**src/rtl/lane_fifo_arbiter_if.sv**
```systemverilog
// lane_fifo_arbiter_if
// Bundles the two lane push streams coming from the class demux, the merged
// valid/ready output stream and the per-lane flow-control flags.
//   slave  : the arbiter side (consumes pushes, drives out/flags)
//   master : the environment side (drives pushes and out_ready)
// Signals:
//   in0/push0, in1/push1           lane data and write strobes
//   out, out_valid, out_lane       merged registered output word and its source lane
//   out_ready                      consumer accepts out this cycle
//   almost_full0/1, empty0/1       decoded per-lane occupancy
//   error0/1                       sticky per-lane overflow flags
interface lane_fifo_arbiter_if #(
  parameter int MAIN_SIZE = 8
);
  logic [MAIN_SIZE-1:0] in0;
  logic                 push0;
  logic [MAIN_SIZE-1:0] in1;
  logic                 push1;
  logic [MAIN_SIZE-1:0] out;
  logic                 out_valid;
  logic                 out_lane;
  logic                 out_ready;
  logic                 almost_full0;
  logic                 almost_full1;
  logic                 empty0;
  logic                 empty1;
  logic                 error0;
  logic                 error1;

  modport slave (
    input  in0, push0, in1, push1, out_ready,
    output out, out_valid, out_lane,
    output almost_full0, almost_full1, empty0, empty1, error0, error1
  );

  modport master (
    output in0, push0, in1, push1, out_ready,
    input  out, out_valid, out_lane,
    input  almost_full0, almost_full1, empty0, empty1, error0, error1
  );
endinterface

```
**src/rtl/lane_fifo_arbiter.sv**
```systemverilog
// lane_fifo_arbiter
// Buffers the two demux lanes in independent FIFOs of 2**ADDR_SIZE entries
// and merges them onto one registered valid/ready output with round-robin
// arbitration. Each lane reports almost-full, empty and a sticky overflow
// error back to the demux.
// Ports:
//   clk    single clock, posedge
//   reset  asynchronous active-low reset
//   bus    lane_fifo_arbiter_if.slave (push streams, merged output, flags)
module lane_fifo_arbiter #(
  parameter int MAIN_SIZE = 8,
  parameter int ADDR_SIZE = 2,
  parameter int AFULL_TH  = 3
) (
  input  logic                 clk,
  input  logic                 reset,
  lane_fifo_arbiter_if.slave   bus
);

  localparam int DEPTH = 1 << ADDR_SIZE;
  localparam logic [ADDR_SIZE:0] DEPTH_C = DEPTH[ADDR_SIZE:0];
  localparam logic [ADDR_SIZE:0] AFULL_C = AFULL_TH[ADDR_SIZE:0];

  logic [1:0]           push;
  logic [1:0]           pop;
  logic [1:0]           empty;
  logic [1:0]           afull;
  logic [1:0]           err;
  logic [MAIN_SIZE-1:0] din  [2];
  logic [MAIN_SIZE-1:0] head [2];

  logic [MAIN_SIZE-1:0] out_q;
  logic                 out_valid_q;
  logic                 out_lane_q;
  logic                 rr_last_q;

  logic                 load_en;
  logic                 any_ne;
  logic                 sel;

  assign push    = {bus.push1, bus.push0};
  assign din[0]  = bus.in0;
  assign din[1]  = bus.in1;

  // ---- per-lane FIFO stage ----
  for (genvar g = 0; g < 2; g++) begin : g_lane
    logic [MAIN_SIZE-1:0] mem_q [DEPTH];
    logic [ADDR_SIZE-1:0] wr_q, rd_q;
    logic [ADDR_SIZE:0]   cnt_q, cnt_d;
    logic                 err_q;
    logic                 full;
    logic                 acc;
    logic                 ovf;

    assign full     = (cnt_q == DEPTH_C);
    assign empty[g] = (cnt_q == '0);
    assign afull[g] = (cnt_q >= AFULL_C);
    assign err[g]   = err_q;
    assign head[g]  = mem_q[rd_q];
    // A full lane still takes a push when the arbiter drains it in the same cycle.
    assign acc      = push[g] && (!full || pop[g]);
    assign ovf      = push[g] && full && !pop[g];

    always_comb begin
      cnt_d = cnt_q;
      if (acc && !pop[g])
        cnt_d = cnt_q + 1'b1;
      else if (!acc && pop[g])
        cnt_d = cnt_q - 1'b1;
    end

    always_ff @(posedge clk or negedge reset) begin
      if (!reset) begin
        wr_q  <= '0;
        rd_q  <= '0;
        cnt_q <= '0;
        err_q <= 1'b0;
      end else begin
        cnt_q <= cnt_d;
        if (acc)    wr_q  <= wr_q + 1'b1;
        if (pop[g]) rd_q  <= rd_q + 1'b1;
        if (ovf)    err_q <= 1'b1;
      end
    end

    // Storage needs no reset: the pointers alone define what is valid.
    always_ff @(posedge clk) begin
      if (acc) mem_q[wr_q] <= din[g];
    end
  end

  // ---- arbitration / output register stage ----
  assign load_en = !out_valid_q || bus.out_ready;
  assign any_ne  = !(empty[0] && empty[1]);
  // On a tie serve the lane not served last; otherwise the only non-empty lane.
  assign sel     = (!empty[0] && !empty[1]) ? !rr_last_q : empty[0];
  assign pop     = (load_en && any_ne) ? (sel ? 2'b10 : 2'b01) : 2'b00;

  always_ff @(posedge clk or negedge reset) begin
    if (!reset) begin
      out_q       <= '0;
      out_valid_q <= 1'b0;
      out_lane_q  <= 1'b0;
      rr_last_q   <= 1'b1;
    end else if (load_en) begin
      if (any_ne) begin
        out_q       <= head[sel];
        out_lane_q  <= sel;
        out_valid_q <= 1'b1;
        rr_last_q   <= sel;
      end else begin
        out_valid_q <= 1'b0;
      end
    end
  end

  assign bus.out          = out_q;
  assign bus.out_valid    = out_valid_q;
  assign bus.out_lane     = out_lane_q;
  assign bus.empty0       = empty[0];
  assign bus.empty1       = empty[1];
  assign bus.almost_full0 = afull[0];
  assign bus.almost_full1 = afull[1];
  assign bus.error0       = err[0];
  assign bus.error1       = err[1];

endmodule

```
**src/flat_wrapper.sv**
```systemverilog
// flat-port wrapper written by rule: the top's interface ports become plain ports
module lane_fifo_arbiter_flat 
#(
  parameter int MAIN_SIZE = 8,
  parameter int ADDR_SIZE = 2,
  parameter int AFULL_TH  = 3
)
  (clk, reset, bus_in0, bus_push0, bus_in1, bus_push1, bus_out_ready, bus_out, bus_out_valid, bus_out_lane, bus_almost_full0, bus_almost_full1, bus_empty0, bus_empty1, bus_error0, bus_error1);
  lane_fifo_arbiter_if #(.MAIN_SIZE(MAIN_SIZE)) bus_i ();
  input  logic clk;
  input  logic reset;
  input wire logic [$bits(bus_i.in0)-1:0] bus_in0;
  input wire logic [$bits(bus_i.push0)-1:0] bus_push0;
  input wire logic [$bits(bus_i.in1)-1:0] bus_in1;
  input wire logic [$bits(bus_i.push1)-1:0] bus_push1;
  input wire logic [$bits(bus_i.out_ready)-1:0] bus_out_ready;
  output wire logic [$bits(bus_i.out)-1:0] bus_out;
  output wire logic [$bits(bus_i.out_valid)-1:0] bus_out_valid;
  output wire logic [$bits(bus_i.out_lane)-1:0] bus_out_lane;
  output wire logic [$bits(bus_i.almost_full0)-1:0] bus_almost_full0;
  output wire logic [$bits(bus_i.almost_full1)-1:0] bus_almost_full1;
  output wire logic [$bits(bus_i.empty0)-1:0] bus_empty0;
  output wire logic [$bits(bus_i.empty1)-1:0] bus_empty1;
  output wire logic [$bits(bus_i.error0)-1:0] bus_error0;
  output wire logic [$bits(bus_i.error1)-1:0] bus_error1;
  assign bus_i.in0 = bus_in0;
  assign bus_i.push0 = bus_push0;
  assign bus_i.in1 = bus_in1;
  assign bus_i.push1 = bus_push1;
  assign bus_i.out_ready = bus_out_ready;
  assign bus_out = bus_i.out;
  assign bus_out_valid = bus_i.out_valid;
  assign bus_out_lane = bus_i.out_lane;
  assign bus_almost_full0 = bus_i.almost_full0;
  assign bus_almost_full1 = bus_i.almost_full1;
  assign bus_empty0 = bus_i.empty0;
  assign bus_empty1 = bus_i.empty1;
  assign bus_error0 = bus_i.error0;
  assign bus_error1 = bus_i.error1;
  lane_fifo_arbiter #(.MAIN_SIZE(MAIN_SIZE), .ADDR_SIZE(ADDR_SIZE), .AFULL_TH(AFULL_TH)) u_core (.clk(clk), .reset(reset), .bus(bus_i));
endmodule
```
**config.mk**
```make
export PLATFORM = sky130hd
export DESIGN_NAME = lane_fifo_arbiter_flat
export DESIGN_NICKNAME = d
export VERILOG_FILES = /design/src/rtl/lane_fifo_arbiter_if.sv /design/src/rtl/lane_fifo_arbiter.sv /design/src/flat_wrapper.sv
export SDC_FILE = /design/constraint.sdc
export NUM_CORES = 1
export LEC_CHECK = 0
export CAP_MARGIN = 20
export CELL_PAD_IN_SITES_DETAIL_PLACEMENT = 0
export CELL_PAD_IN_SITES_GLOBAL_PLACEMENT = 2
export CORE_MARGIN = 10
export CORE_UTILIZATION = 45
export CTS_CLUSTER_SIZE = 10
export DETAILED_ROUTE_END_ITERATION = 8
export GPL_ROUTABILITY_DRIVEN = 0
export MAX_ROUTING_LAYER = met4
export PLACE_DENSITY_LB_ADDON = 0.15
export SYNTH_ARGS = -nofsm -noshare
export SYNTH_HDL_FRONTEND = slang
export SYNTH_SLANG_ARGS = --single-unit
```
**constraint.sdc**
```tcl
create_clock -name clk -period 6.4 [get_ports clk]
set_clock_uncertainty 0.05 [all_clocks]
set_input_delay 1.92 -clock clk [delete_from_list [all_inputs] [get_ports clk]]
set_output_delay 1.92 -clock clk [all_outputs]
set_load 0.01 [all_outputs]
```
# ---- Word level (Yosys, flattened, before mapping)
# Memory sizes are Yosys's and may differ from the RTL's.
# Cells that the tools add are included.
dict set report totals {
  ram_bits 64
  inputBits 21
  regBits 27
  elab_cells 76
  memories 2
}
dict set report classes {
  n_eq_ne 2
  order_cmp 3
  n_addsub 8
  reduce_logical 32
  muxes 15
  n_bitwise 2
}
# memory words width rd rd_clocked_by_memory_dff wr line
set memory_table {}
lappend memory_table {{u_core.g_lane[0].mem_q} 4 8 1 0 1 lane_fifo_arbiter.sv:47} ;# logic [MAIN_SIZE-1:0] mem_q [DEPTH];
lappend memory_table {{u_core.g_lane[1].mem_q} 4 8 1 0 1 lane_fifo_arbiter.sv:47}
# operator n
set op_table {}
lappend op_table {{8-bit 2-to-1 mux} 3}
lappend op_table {{1-bit logical AND} 13}
lappend op_table {{3-bit 2-to-1 mux} 4}
lappend op_table {{1-bit zero test} 11}
lappend op_table {{2-bit by 1-bit adder with 2-bit output, second input constant} 4}
lappend op_table {{3-bit by 1-bit adder with 3-bit output, second input constant} 2}
lappend op_table {{3-bit == test, second input constant} 2}
lappend op_table {{3-bit by 2-bit greater-or-equal comparator with 1-bit output, second input constant} 2}
lappend op_table {{3-bit zero test} 2}
lappend op_table {{1-bit 2-to-1 mux} 6}
lappend op_table {{3-bit by 1-bit subtractor with 3-bit output, second input constant} 2}
lappend op_table {{2-bit 2-to-1 mux} 2}
lappend op_table {{2-bit nonzero test} 2}
lappend op_table {{1-bit logical OR} 3}
lappend op_table {{2-bit greater-or-equal comparator, second input constant} 1}
lappend op_table {{1-bit inverter with 2-bit output} 1}
lappend op_table {{2-bit AND reduction} 1}
lappend op_table {{1-bit inverter} 1}

# ---- Logic depth before layout (Yosys ltp)
# Gate-level depths: netlist (run 1).
dict set report logic_depth {
  ltp_word 12
  ltp_mapped 10
}

# ---- Least setup slack after synthesis (run 1)
# OpenSTA, ideal clock, no wires.
dict set report synth_timing {
  path_type {input to register}
  from {input port bus_out_ready}
  to {register u_core.g_lane[0].cnt_q[2]}
  n_path_buf 0
  setup_slack_ps 2821
  path_stages 9
  t_required_ps 6271
  arrival_ps 3450
  setup_ps 79
  cell_sequence {nand2b_1 -> o21ai_2 -> a31oi_4 -> ha_1 -> inv_1 -> fa_1 -> xor2_1 -> nor2_1 -> xor2_1}
}
dict set report synth_via {
  elab_chain_cells 8
  elab_cells_between_ends 11
  cone_classes {mux: 2; reduce/logical: 9}
}
# item line
set synth_rtl {}
lappend synth_rtl {{from (decl)} flat_wrapper.sv:16} ;# input wire logic [$bits(bus_i.out_ready)-1:0] bus_out_ready;
lappend synth_rtl {{1-bit logical OR *} lane_fifo_arbiter.sv:93} ;# assign load_en = !out_valid_q || bus.out_ready;
lappend synth_rtl {{1-bit logical AND *} lane_fifo_arbiter.sv:97} ;# assign pop = (load_en && any_ne) ? (sel ? 2'b10 : 2'b01) : 2'b00;
lappend synth_rtl {{2-bit 2-to-1 mux *} lane_fifo_arbiter.sv:97}
lappend synth_rtl {{1-bit logical OR *} lane_fifo_arbiter.sv:61} ;# assign acc = push[g] && (!full || pop[g]);
lappend synth_rtl {{1-bit logical AND *} lane_fifo_arbiter.sv:61}
lappend synth_rtl {{via u_core.g_lane[0].acc} lane_fifo_arbiter.sv:52} ;# logic acc;
lappend synth_rtl {{1-bit zero test} lane_fifo_arbiter.sv:68} ;# else if (!acc && pop[g])
lappend synth_rtl {{1-bit logical AND} lane_fifo_arbiter.sv:68}
lappend synth_rtl {{2-bit nonzero test (no source line)} -}
lappend synth_rtl {{to (signal assigned)} lane_fifo_arbiter.sv:79} ;# cnt_q <= cnt_d;
lappend synth_rtl {{to (decl)} lane_fifo_arbiter.sv:49} ;# logic [ADDR_SIZE:0] cnt_q, cnt_d;
# Mark *: on every way through the listed nets, which the timed path passes. The rest lies on a longest branch.
# A chain may end at the register's enable or synchronous reset.

# ---- Worst setup path after layout (run 1)
dict set report layout_timing {
  from {input port bus_out_ready}
  to {register u_core.g_lane[1].cnt_q[1]}
}
dict set report layout_via {
  elab_cells_between_ends 11
  cone_classes {mux: 2; reduce/logical: 9}
}
# item line
set layout_lines {}
lappend layout_lines {{1-bit logical OR *} lane_fifo_arbiter.sv:93}
lappend layout_lines {{1-bit logical AND *} lane_fifo_arbiter.sv:97}
lappend layout_lines {{2-bit 2-to-1 mux *} lane_fifo_arbiter.sv:97}
lappend layout_lines {{1-bit logical OR} lane_fifo_arbiter.sv:61}
lappend layout_lines {{1-bit logical AND} lane_fifo_arbiter.sv:61}
lappend layout_lines {{1-bit logical AND *} lane_fifo_arbiter.sv:66} ;# if (acc && !pop[g])
lappend layout_lines {{3-bit 2-to-1 mux *} lane_fifo_arbiter.sv:66}
lappend layout_lines {{via u_core.g_lane[1].cnt_d[1]} lane_fifo_arbiter.sv:49}
lappend layout_lines {{to (signal assigned)} lane_fifo_arbiter.sv:79}
lappend layout_lines {{to (decl)} lane_fifo_arbiter.sv:49}
# Marked as above.

==> results by group, run 1 <==
Die
  • Initial core utilization: 45.9%
  • DIE HEIGHT: 111 microns
  • I/O Pins: 37
  • DIE WIDTH: 111 microns
  • Die Footprint: 0.0123 sq mm
  • Std cell rows: 33
  • Core box area: 0.00813 sq mm

Clock network
  • Root Driver: clkbuf_8
  • Total CTS buffers: 9
  • Clock slew at reported path FFs: 0.09 ns
  • H-tree levels: 3
  • Setup Fix Bufs, Post-CTS: 0
  • CTS tree: yes
  • Cts hold-fix bufs: 0
  • Post-cts sizing count: 0
  • Clk sinks: 91
  • Worst-skew pair later-pin latency: 0.36 ns
  • Max clock buf depth: 2

Timing
  • RSZ-0062 raised after global routing: no
  • Tmin final: 4.13 ns
  • Setup tns final: 0 ns
  • Slew HR: 47.2%
  • Period Utilization, post-route: 64.5%
  • Endpoints failing setup: 0
  • Slew @ Worst Pin: 0.791 ns
  • Final slew viol count: 0
  • Max Clock Freq: 242 MHz
  • Final Hold Fails: 0

Route
  • Drt first pass iters: 4
  • Vias per cell: 5.07
  • Via count: 1845
  • Routed len/inst: 17.6 microns
  • Remaining DRCs: 0
  • WL final: 6420 microns
  • DRT iter0 DRCs: 70
  • Detail Route Antenna Nets: 0

Finish
  • Layout Utilization: 53.9%
  • Area Growth Syn to Fin: 17.5%
  • Layout cell share with drive strength beyond 1: 17.4%
  • Nets@finish: 287
  • Final instance area: 0.00439 sq mm
  • # diodes: 0
  • Filler cells: 677

Setup path
  • Worst path arrival time: 4.32 ns
  • Critical path class: input port to register
  • Setup crit end kind: register
  • Max FO, Critical Path: 11
  • Critical Path RT: 6.59 ns
  • CP Launch Type: input port

Place
  • Detailed Place HPWL: 4550 microns
  • Area after DPL: 0.00419 sq mm
  • Port bufs: 36

Power
  • Total power: 1.97 mW
  • Max IR drop VDD: 0.201 mV
  • Leakage: 1.61 nW
  • Pwr/cell area: 448 mW/mm^2

Logic synthesis
  • Yosys cell types: 34
  • Synth Area per Inst: 17.5 sq um
  • Syn_nets: 246
  • Mapped Area: 0.00373 sq mm
  • Seq/Total Area, Yosys: 69.6%
  • Cells after synthesis: 213
  • Seq cells post-synth: 91
  • Yosys Warn Count: 0

GRT
  • Largest net degree at the start of global routing: 28
  • Initial antenna violation count: 0
  • First-pass GRT wire length: 10600 microns
  • GRT Overall Usage: 11.3%
  • Vias in the first global route: 1973
  • Global route overflow: 0

Status
  • Status: finished clean

Run
  • Max-cap violations: 0

Min path
  • Hold Crit Class: register to register
[logic make-up after synthesis]
group,Yosys count,synth area share [%]
AND/OR/NAND/NOR,42,5.46
buffers and inverters,17,2.28
AO/OA/AOI/OAI,20,4.69
multiplexers,19,10.6
XOR/XNOR,12,3.02
adder cells (fa/ha/maj),12,4.42
flip-flops,91,69.6
[registers in the layout (all words and copies together), names as in the netlist, 4 cells and up]
signal	count
u_core.g_lane.cnt_q	6
u_core.g_lane.mem_q	64
u_core.bus.out	8
u_core.g_lane.wr_q	4
u_core.g_lane.rd_q	4
[through the flow]
stage / instances / hold WS, ns / worst slack [ns]
after floorplan: 213 / 0.424 / 2.82
after global placement: 348 / 0.394 / 1.93
after detailed placement: 348 / 0.398 / 1.88
after CTS: 364 / 0.422 / 2.27
after global routing: 364 / 0.457 / 2.08
final: 364 / 0.415 / 2.27
[where the power goes]
| part | total [mW] | switching [mW] | internal, mW |
|---|---|---|---|
| registers | 0.962 | 0.152 | 0.811 |
| logic | 0.618 | 0.277 | 0.341 |
| clock network | 0.386 | 0.202 | 0.185 |
[synthesized netlist by cell type (all sizes together)]
master	instances	area, sq um
xnor2	6	52.6
o21a	1	8.76
ha	10	125
buf	6	33.8
mux2	3	33.8
nand2	24	90.1
and2	8	50.1
edfxtp	64	1920
o22ai	1	6.26
o211a	1	10.0
or3	1	11.3
a41o	1	11.3
a21oi	1	5.00
dfrtp	26	651
dfstp	1	26.3
nor2	5	18.8
xor2	6	60.1
o21ai	1	8.76
nor3	1	16.3
a22oi	8	60.1
mux4	16	360
fa	2	40.0
a211oi	1	12.5
nand3	1	5.00
clkbuf	1	13.8
nor2b	1	6.26
a31oi	1	21.3
a21o	4	31.3
inv	10	37.5
nand2b	1	6.26
[routing by layer]
layer | track usage [%] | vias up | share of wire [%]
li1 | - | 871 | -
met1 | 14.6 | 925 | 46
met2 | 16.5 | 41 | 48
met3 | 3.52 | 8 | 4.3
met4 | 3.60 | 0 | 1.3
met5 | - | - | 0
[worst paths after layout]
kind,from,end,slack [ns],depth (start not counted)
hold / removal,u_core.bus.error1,u_core.bus.error1,0.41,1
setup / recovery,bus_out_ready,u_core.g_lane[1].cnt_q[1],2.27,8
min in group asynchronous,reset,u_core.bus.out[5],1.90,2
setup reg to reg,u_core.g_lane[0].cnt_q[2],u_core.g_lane[1].cnt_q[1],3.46,7
max in group asynchronous,reset,u_core.rr_last_q,4.08,2
hold reg to reg,u_core.bus.error1,u_core.bus.error1,0.41,1
[critical path, cell delays in order]
cell	delay (ns)
clkdlybuf4s50_1	0.47
nor2b_1	0.07
a211oi_2	0.68
inv_1	0.19
ha_1	0.26
inv_1	0.07
fa_1	0.39
mux2_2	0.26
[cells in the final DEF (no fill, tap or decap), types with 2 or more instances in the layout]
cell type,count
mux4_2,16
dfrtp_1,26
inv_1,10
and2_1,8
clkdlybuf4s50_1,36
nand2_1,24
edfxtp_1,64
ha_1,10
mux2_2,3
a21o_1,3
xor2_1,5
clkinvlp_4,3
clkbuf_8,9
xnor2_1,6
nor2_1,5
a22oi_1,8
fa_1,2
[layout make-up]
type | instances | area, sq um | share of cell area [%]
inverter | 10 | 37.5 | 0.856
timing repair buffer | 37 | 368 | 8.39
sequential | 91 | 2600 | 59.2
clock inverter | 6 | 72.6 | 1.65
multi-input combinational | 105 | 1050 | 24.0
clock buffer | 10 | 128 | 2.91
tap | 105 | 131 | 2.99
Note: power is estimated with default switching activity, not from simulation.
==> run 2: changes to the inputs <==
Settings changed: CORE_UTILIZATION 45 to 42.
Clock period 6.4 ns to 4 ns, I/O delays scaled along.
==> results by group, run 2 (synthesis results as in run 1) <==
Status
  • Status: finished clean (unchanged)

Finish
  • # diodes: 0 (unchanged)
  • Most frequent cells in the layout: 64 x edfxtp_1, 36 x clkdlybuf4s50_1, 26 x dfrtp_1, 24 x nand2_1, 16 x mux4_2 (unchanged)
  • Layout Utilization: 51.0% (was 53.9%)
  • Reg with most FFs: u_core.g_lane.mem_q (unchanged)
  • Layout cell share with drive strength beyond 1: 18.1% (was 17.4%)
  • Commonest non-fill, non-tap cell in the layout: edfxtp_1 (unchanged)
  • Area Growth Syn to Fin: 18.5% (was 17.5%)
  • Nets@finish: 289 (was 287)
  • Max FFs per register: 64 (unchanged)
  • Filler cells: 739 (was 677)

Clock network
  • Clk sinks: 91 (unchanged)
  • Max clock buf depth: 2 (unchanged)
  • Total CTS buffers: 9 (unchanged)
  • Post-cts sizing count: 0 (unchanged)
  • Root Driver: clkbuf_8 (unchanged)
  • H-tree levels: 3 (unchanged)
  • Setup Fix Bufs, Post-CTS: 0 (unchanged)
  • Worst-skew pair later-pin latency: 0.34 ns (was 0.36 ns)
  • CTS tree: yes (unchanged)
  • Clock slew at reported path FFs: 0.09 ns (about the same)
  • Cts hold-fix bufs: 0 (unchanged)

Place
  • Detailed Place HPWL: 4630 microns (was 4550 microns)
  • Port bufs: 36 (unchanged)

Power
  • Total power: 3.21 mW (was 1.97 mW)
  • Leakage: 1.64 nW (was 1.61 nW)
  • Pwr/cell area: 727 mW/mm^2 (was 448 mW/mm^2)
  • Max IR drop VDD: 0.308 mV (was 0.201 mV)

GRT
  • Met2 Usage GRT: 15.7% (was 16.5%)
  • Global route hottest layer: met2 (unchanged)
  • Largest net degree at the start of global routing: 28 (unchanged)
  • Global route overflow: 0 (unchanged)
  • Initial antenna violation count: 0 (unchanged)
  • Vias in the first global route: 1976 (was 1973)
  • GRT Overall Usage: 10.8% (was 11.3%)
  • Met1 usage: 14.6% (about the same)
  • First-pass GRT wire length: 10600 microns (about the same)
  • M3 GR Usage: 2.20% (was 3.52%)

Setup path
  • CP cell instances: or3_4 > inv_1 > clkdlybuf4s50_1 (was clkdlybuf4s50_1 > nor2b_1 > a211oi_2 > inv_1 > ha_1 > inv_1 > fa_1 > mux2_2)
  • Worst path arrival time: 1.90 ns (was 4.32 ns)
  • Critical path depth: 3 (was 8)
  • RR Startpoint: u_core.g_lane[0].cnt_q[2] (unchanged)
  • CP bufs+invs: 2 (was 3)
  • FF-to-FF path depth: 9 (was 7)
  • Register-to-register setup slack: 1.51 ns (was 3.46 ns)
  • CP Launch Type: register (was input port)
  • Critical path class: register to output pin (was input port to register)
  • CP peak stage delay: 0.55 ns (was 0.68 ns)
  • Critical Path RT: 2.75 ns (was 6.59 ns)
  • Setup crit end kind: output pin (was register)
  • R2r endpoint: u_core.g_lane[1].cnt_q[2] (was u_core.g_lane[1].cnt_q[1])
  • Highest-delay cell along the critical path: clkdlybuf4s50_1 (was a211oi_2)
  • Max FO, Critical Path: 5 (was 11)
  • Delay-heaviest family, CP: buffers and inverters (unchanged)
  • CP startpoint: u_core.g_lane[0].cnt_q[2] (was bus_out_ready)

Timing
  • Period Utilization, post-route: 78.8%
  • Tmin final: 3.15 ns
  • Max Clock Freq: 317 MHz
  • RSZ-0062 raised after global routing: no (unchanged)
  • Slew @ Worst Pin: 0.645 ns (was 0.791 ns)
  • Slew HR: 57.0% (was 47.2%)
  • Final Hold Fails: 0 (unchanged)
  • Setup tns final: 0 ns (unchanged)
  • Endpoints failing setup: 0 (unchanged)
  • Final slew viol count: 0 (unchanged)
  • Hold_ws: 0.412 ns (was 0.415 ns)

Min path
  • Worst Hold Depth: 1 (unchanged)
  • Worst Hold Launch: u_core.bus.error1 (unchanged)
  • Hold Crit Class: register to register (unchanged)
  • Hold Path End: u_core.bus.error1 (unchanged)

Route
  • Vias per cell: 5.05 (was 5.07)
  • WL final: 6520 microns (was 6420 microns)
  • Drt first pass iters: 4 (unchanged)
  • Remaining DRCs: 0 (unchanged)
  • Via count: 1857 (was 1845)
  • Detail Route Antenna Nets: 0 (unchanged)
  • Routed len/inst: 17.7 microns (was 17.6 microns)
  • DRT iter0 DRCs: 84 (was 70)

Die
  • DIE WIDTH: 114 microns (was 111 microns)
  • Initial core utilization: 43.0% (was 45.9%)
  • DIE HEIGHT: 114 microns (was 111 microns)
  • Die Footprint: 0.0131 sq mm (was 0.0123 sq mm)
  • I/O Pins: 37 (unchanged)
  • Std cell rows: 34 (was 33)
  • Core box area: 0.00868 sq mm (was 0.00813 sq mm)

Run
  • Max-cap violations: 0 (unchanged)
==> run 2: how the worst max path moves through the flow <==
stage	end
CTS	bus_empty0
global placement	u_core.g_lane[0].cnt_q[2]
global route	u_core.g_lane[0].cnt_q[2]
detailed placement	u_core.g_lane[0].cnt_q[2]
finish	bus_empty0
floorplan	u_core.g_lane[0].cnt_q[2]
==> run 2: per-stage QoR <==
step	area, sq um	setup slack (ns)	std cells
finish	4420	0.848	368
global route	4420	0.718	368
CTS	4420	0.826	368
detailed placement	4210	0.510	353
global placement	4210	0.566	353
floorplan	3730	1.14	213
==> run 2: power by group <==
part / switching, mW / internal [mW] / total (mW)
registers: 0.239 / 1.30 / 1.54
clock network: 0.317 / 0.356 / 0.673
logic: 0.449 / 0.556 / 1.01
==> run 2: final cells by class <==
class	count	area, sq um	area share (%)
Clock buffer	9	124	2.80
Sequential cell	91	2600	58.7
Inverter	10	37.5	0.848
Multi-Input combinational cell	105	1050	23.8
Clock inverter	6	95.1	2.15
Timing Repair Buffer	39	383	8.65
Tap cell	108	135	3.05
==> run 2: worst reg2reg max path, stage by stage (launching register included) <==
cell     delay, ns
dfrtp_1       0.46
or3_4         0.44
a21oi_1       0.21
o21a_2        0.24
ha_1          0.20
inv_1         0.06
fa_1          0.37
xor2_1        0.15
nor2_1        0.11
xor2_1        0.14
==> run 2: routing by layer <==
| metal | up-vias | part of all wire, % |
|---|---|---|
| met3 | 6 | 4.9 |
| met2 | 59 | 48 |
| met5 | - | 0 |
| met1 | 919 | 46 |
| met4 | 0 | 0.97 |
| li1 | 873 | - |
==> run 3: changes to the inputs <==
Clock period 4 ns to 2.9 ns, I/O delays scaled along.
==> results by group, run 3 (synthesis results as in run 1) <==
Route
  • Remaining DRCs: 0 (unchanged)
  • Detail Route Antenna Nets: 0 (unchanged)
  • Routed len/inst: 17.3 microns (was 17.7 microns)
  • Vias per cell: 4.90 (was 5.05)
  • DRT iter0 DRCs: 83 (was 84)
  • Drt first pass iters: 4 (unchanged)
  • Via count: 1887 (was 1857)
  • WL final: 6650 microns (was 6520 microns)

Finish
  • Layout cell share with drive strength beyond 1: 23.1% (was 18.1%)
  • Final instance area: 0.00455 sq mm (was 0.00442 sq mm)
  • Commonest non-fill, non-tap cell in the layout: edfxtp_1 (unchanged)
  • Reg with most FFs: u_core.g_lane.mem_q (unchanged)
  • Max FFs per register: 64 (unchanged)
  • Filler cells: 751 (was 739)
  • Layout Utilization: 52.5% (was 51.0%)
  • Area Growth Syn to Fin: 21.9% (was 18.5%)
  • Nets@finish: 305 (was 289)
  • FF+latch area: 0.00260 sq mm (about the same)
  • # diodes: 0 (unchanged)
  • Multi-input logic area: 0.00105 sq mm (unchanged)
  • Most frequent cells in the layout: 64 x edfxtp_1, 35 x clkdlybuf4s50_1, 25 x dfrtp_1, 24 x nand2_1, 17 x buf_4 (was 64 x edfxtp_1, 36 x clkdlybuf4s50_1, 26 x dfrtp_1, 24 x nand2_1, 16 x mux4_2)

GRT
  • Initial antenna violation count: 0 (unchanged)
  • First-pass GRT wire length: 10900 microns (was 10600 microns)
  • Largest net degree at the start of global routing: 28 (unchanged)
  • GRT Overall Usage: 11.1% (was 10.8%)
  • Global route overflow: 0 (unchanged)
  • Vias in the first global route: 2083 (was 1976)

Clock network
  • Worst-skew pair later-pin latency: 0.35 ns (was 0.34 ns)
  • Max clock buf depth: 2 (unchanged)
  • Total CTS buffers: 9 (unchanged)
  • H-tree levels: 3 (unchanged)
  • Cts hold-fix bufs: 0 (unchanged)
  • CTS tree: yes (unchanged)
  • Clock slew at reported path FFs: 0.09 ns (about the same)
  • Clk sinks: 91 (unchanged)
  • Root Driver: clkbuf_8 (unchanged)
  • Setup Fix Bufs, Post-CTS: 0 (unchanged)
  • Post-cts sizing count: 0 (unchanged)

Setup path
  • Worst path arrival time: 1.79 ns (was 1.90 ns)
  • Critical Path RT: 1.98 ns (was 2.75 ns)
  • Critical path class: register to output pin (unchanged)
  • CP Launch Type: register (unchanged)
  • Max FO, Critical Path: 6 (was 5)
  • Register-to-register setup slack: 0.52 ns (was 1.51 ns)
  • Setup crit end kind: output pin (unchanged)

Place
  • Port bufs: 36 (unchanged)
  • Area after DPL: 0.00435 sq mm (was 0.00421 sq mm)
  • Detailed Place HPWL: 4680 microns (was 4630 microns)
  • Dpl ws: -0.0584 ns (was 0.510 ns)

Timing
  • Setup slack after layout: 0.188 ns (was 0.848 ns)
  • Max Clock Freq: 369 MHz
  • Slew @ Worst Pin: 0.643 ns (was 0.645 ns)
  • Setup tns final: 0 ns (unchanged)
  • Period Utilization, post-route: 93.5%
  • Endpoints failing setup: 0 (unchanged)
  • Final Hold Fails: 0 (unchanged)
  • RSZ-0062 raised after global routing: no (unchanged)
  • Slew HR: 57.1% (was 57.0%)
  • Tmin final: 2.71 ns
  • Final slew viol count: 0 (unchanged)

Power
  • Leakage: 1.74 nW (was 1.64 nW)
  • Pwr/cell area: 985 mW/mm^2 (was 727 mW/mm^2)
  • Max IR drop VDD: 0.404 mV (was 0.308 mV)

Die
  • Die Footprint: 0.0131 sq mm (unchanged)
  • Initial core utilization: 43.0% (unchanged)
  • I/O Pins: 37 (unchanged)
  • Core box area: 0.00868 sq mm (unchanged)
  • Std cell rows: 34 (unchanged)
  • DIE HEIGHT: 114 microns (unchanged)
  • DIE WIDTH: 114 microns (unchanged)

Status
  • Status: finished clean (unchanged)

Min path
  • Hold Crit Class: register to register (unchanged)

Run
  • Max-cap violations: 0 (unchanged)
run 3: worst paths after layout:
| check | start | to | cells after the start |
|---|---|---|---|
| max | u_core.g_lane[1].cnt_q[0] | bus_empty1 | 2 |
| min | u_core.bus.error1 | u_core.bus.error1 | 1 |
| max reg2reg | u_core.g_lane[0].cnt_q[2] | u_core.g_lane[1].cnt_q[2] | 9 |
| min reg2reg | u_core.bus.error1 | u_core.bus.error1 | 1 |
| max in group asynchronous | reset | u_core.rr_last_q | 2 |
| min in group asynchronous | reset | u_core.bus.out[5] | 2 |
run 3: final cells by class:
type	count	area share, %
Timing Repair Buffer	55	11.6
Tap cell	108	2.97
Inverter	10	0.824
Multi-Input combinational cell	105	23.1
Sequential cell	91	57.1
Clock inverter	7	1.68
Clock buffer	9	2.72
run 3: worst max-delay path, stage by stage, from the launching register on:
cell,delay [ns]
dfrtp_1,0.48
nor3_4,0.35
clkdlybuf4s50_1,0.61
run 3: metrics by stage:
step,total power [mW],hold slack (ns),std cells
2_1_floorplan,3.06,0.424,213
3_3_place_gp,3.69,0.391,369
3_5_place_dp,3.70,0.397,369
4_1_cts,4.57,0.419,385
5_1_grt,4.80,0.426,385
6_report,4.49,0.415,385
run 3: power by group:
group	internal (mW)	switching (mW)	total, mW
logic	0.861	0.640	1.50
registers	1.79	0.338	2.13
clock network	0.406	0.452	0.858
run 3: layer usage:
metal  routed length, microns  vias to the layer above  GRT usage (%)  part of all wire, %
met5                        0                        -              -                    0
met4                      109                        0           4.51                  1.6
met3                      231                       10           2.41                  3.5
met2                     3060                       35           16.0                   46
met1                     3250                      932           15.0                   49
li1                         -                      910              -                    -
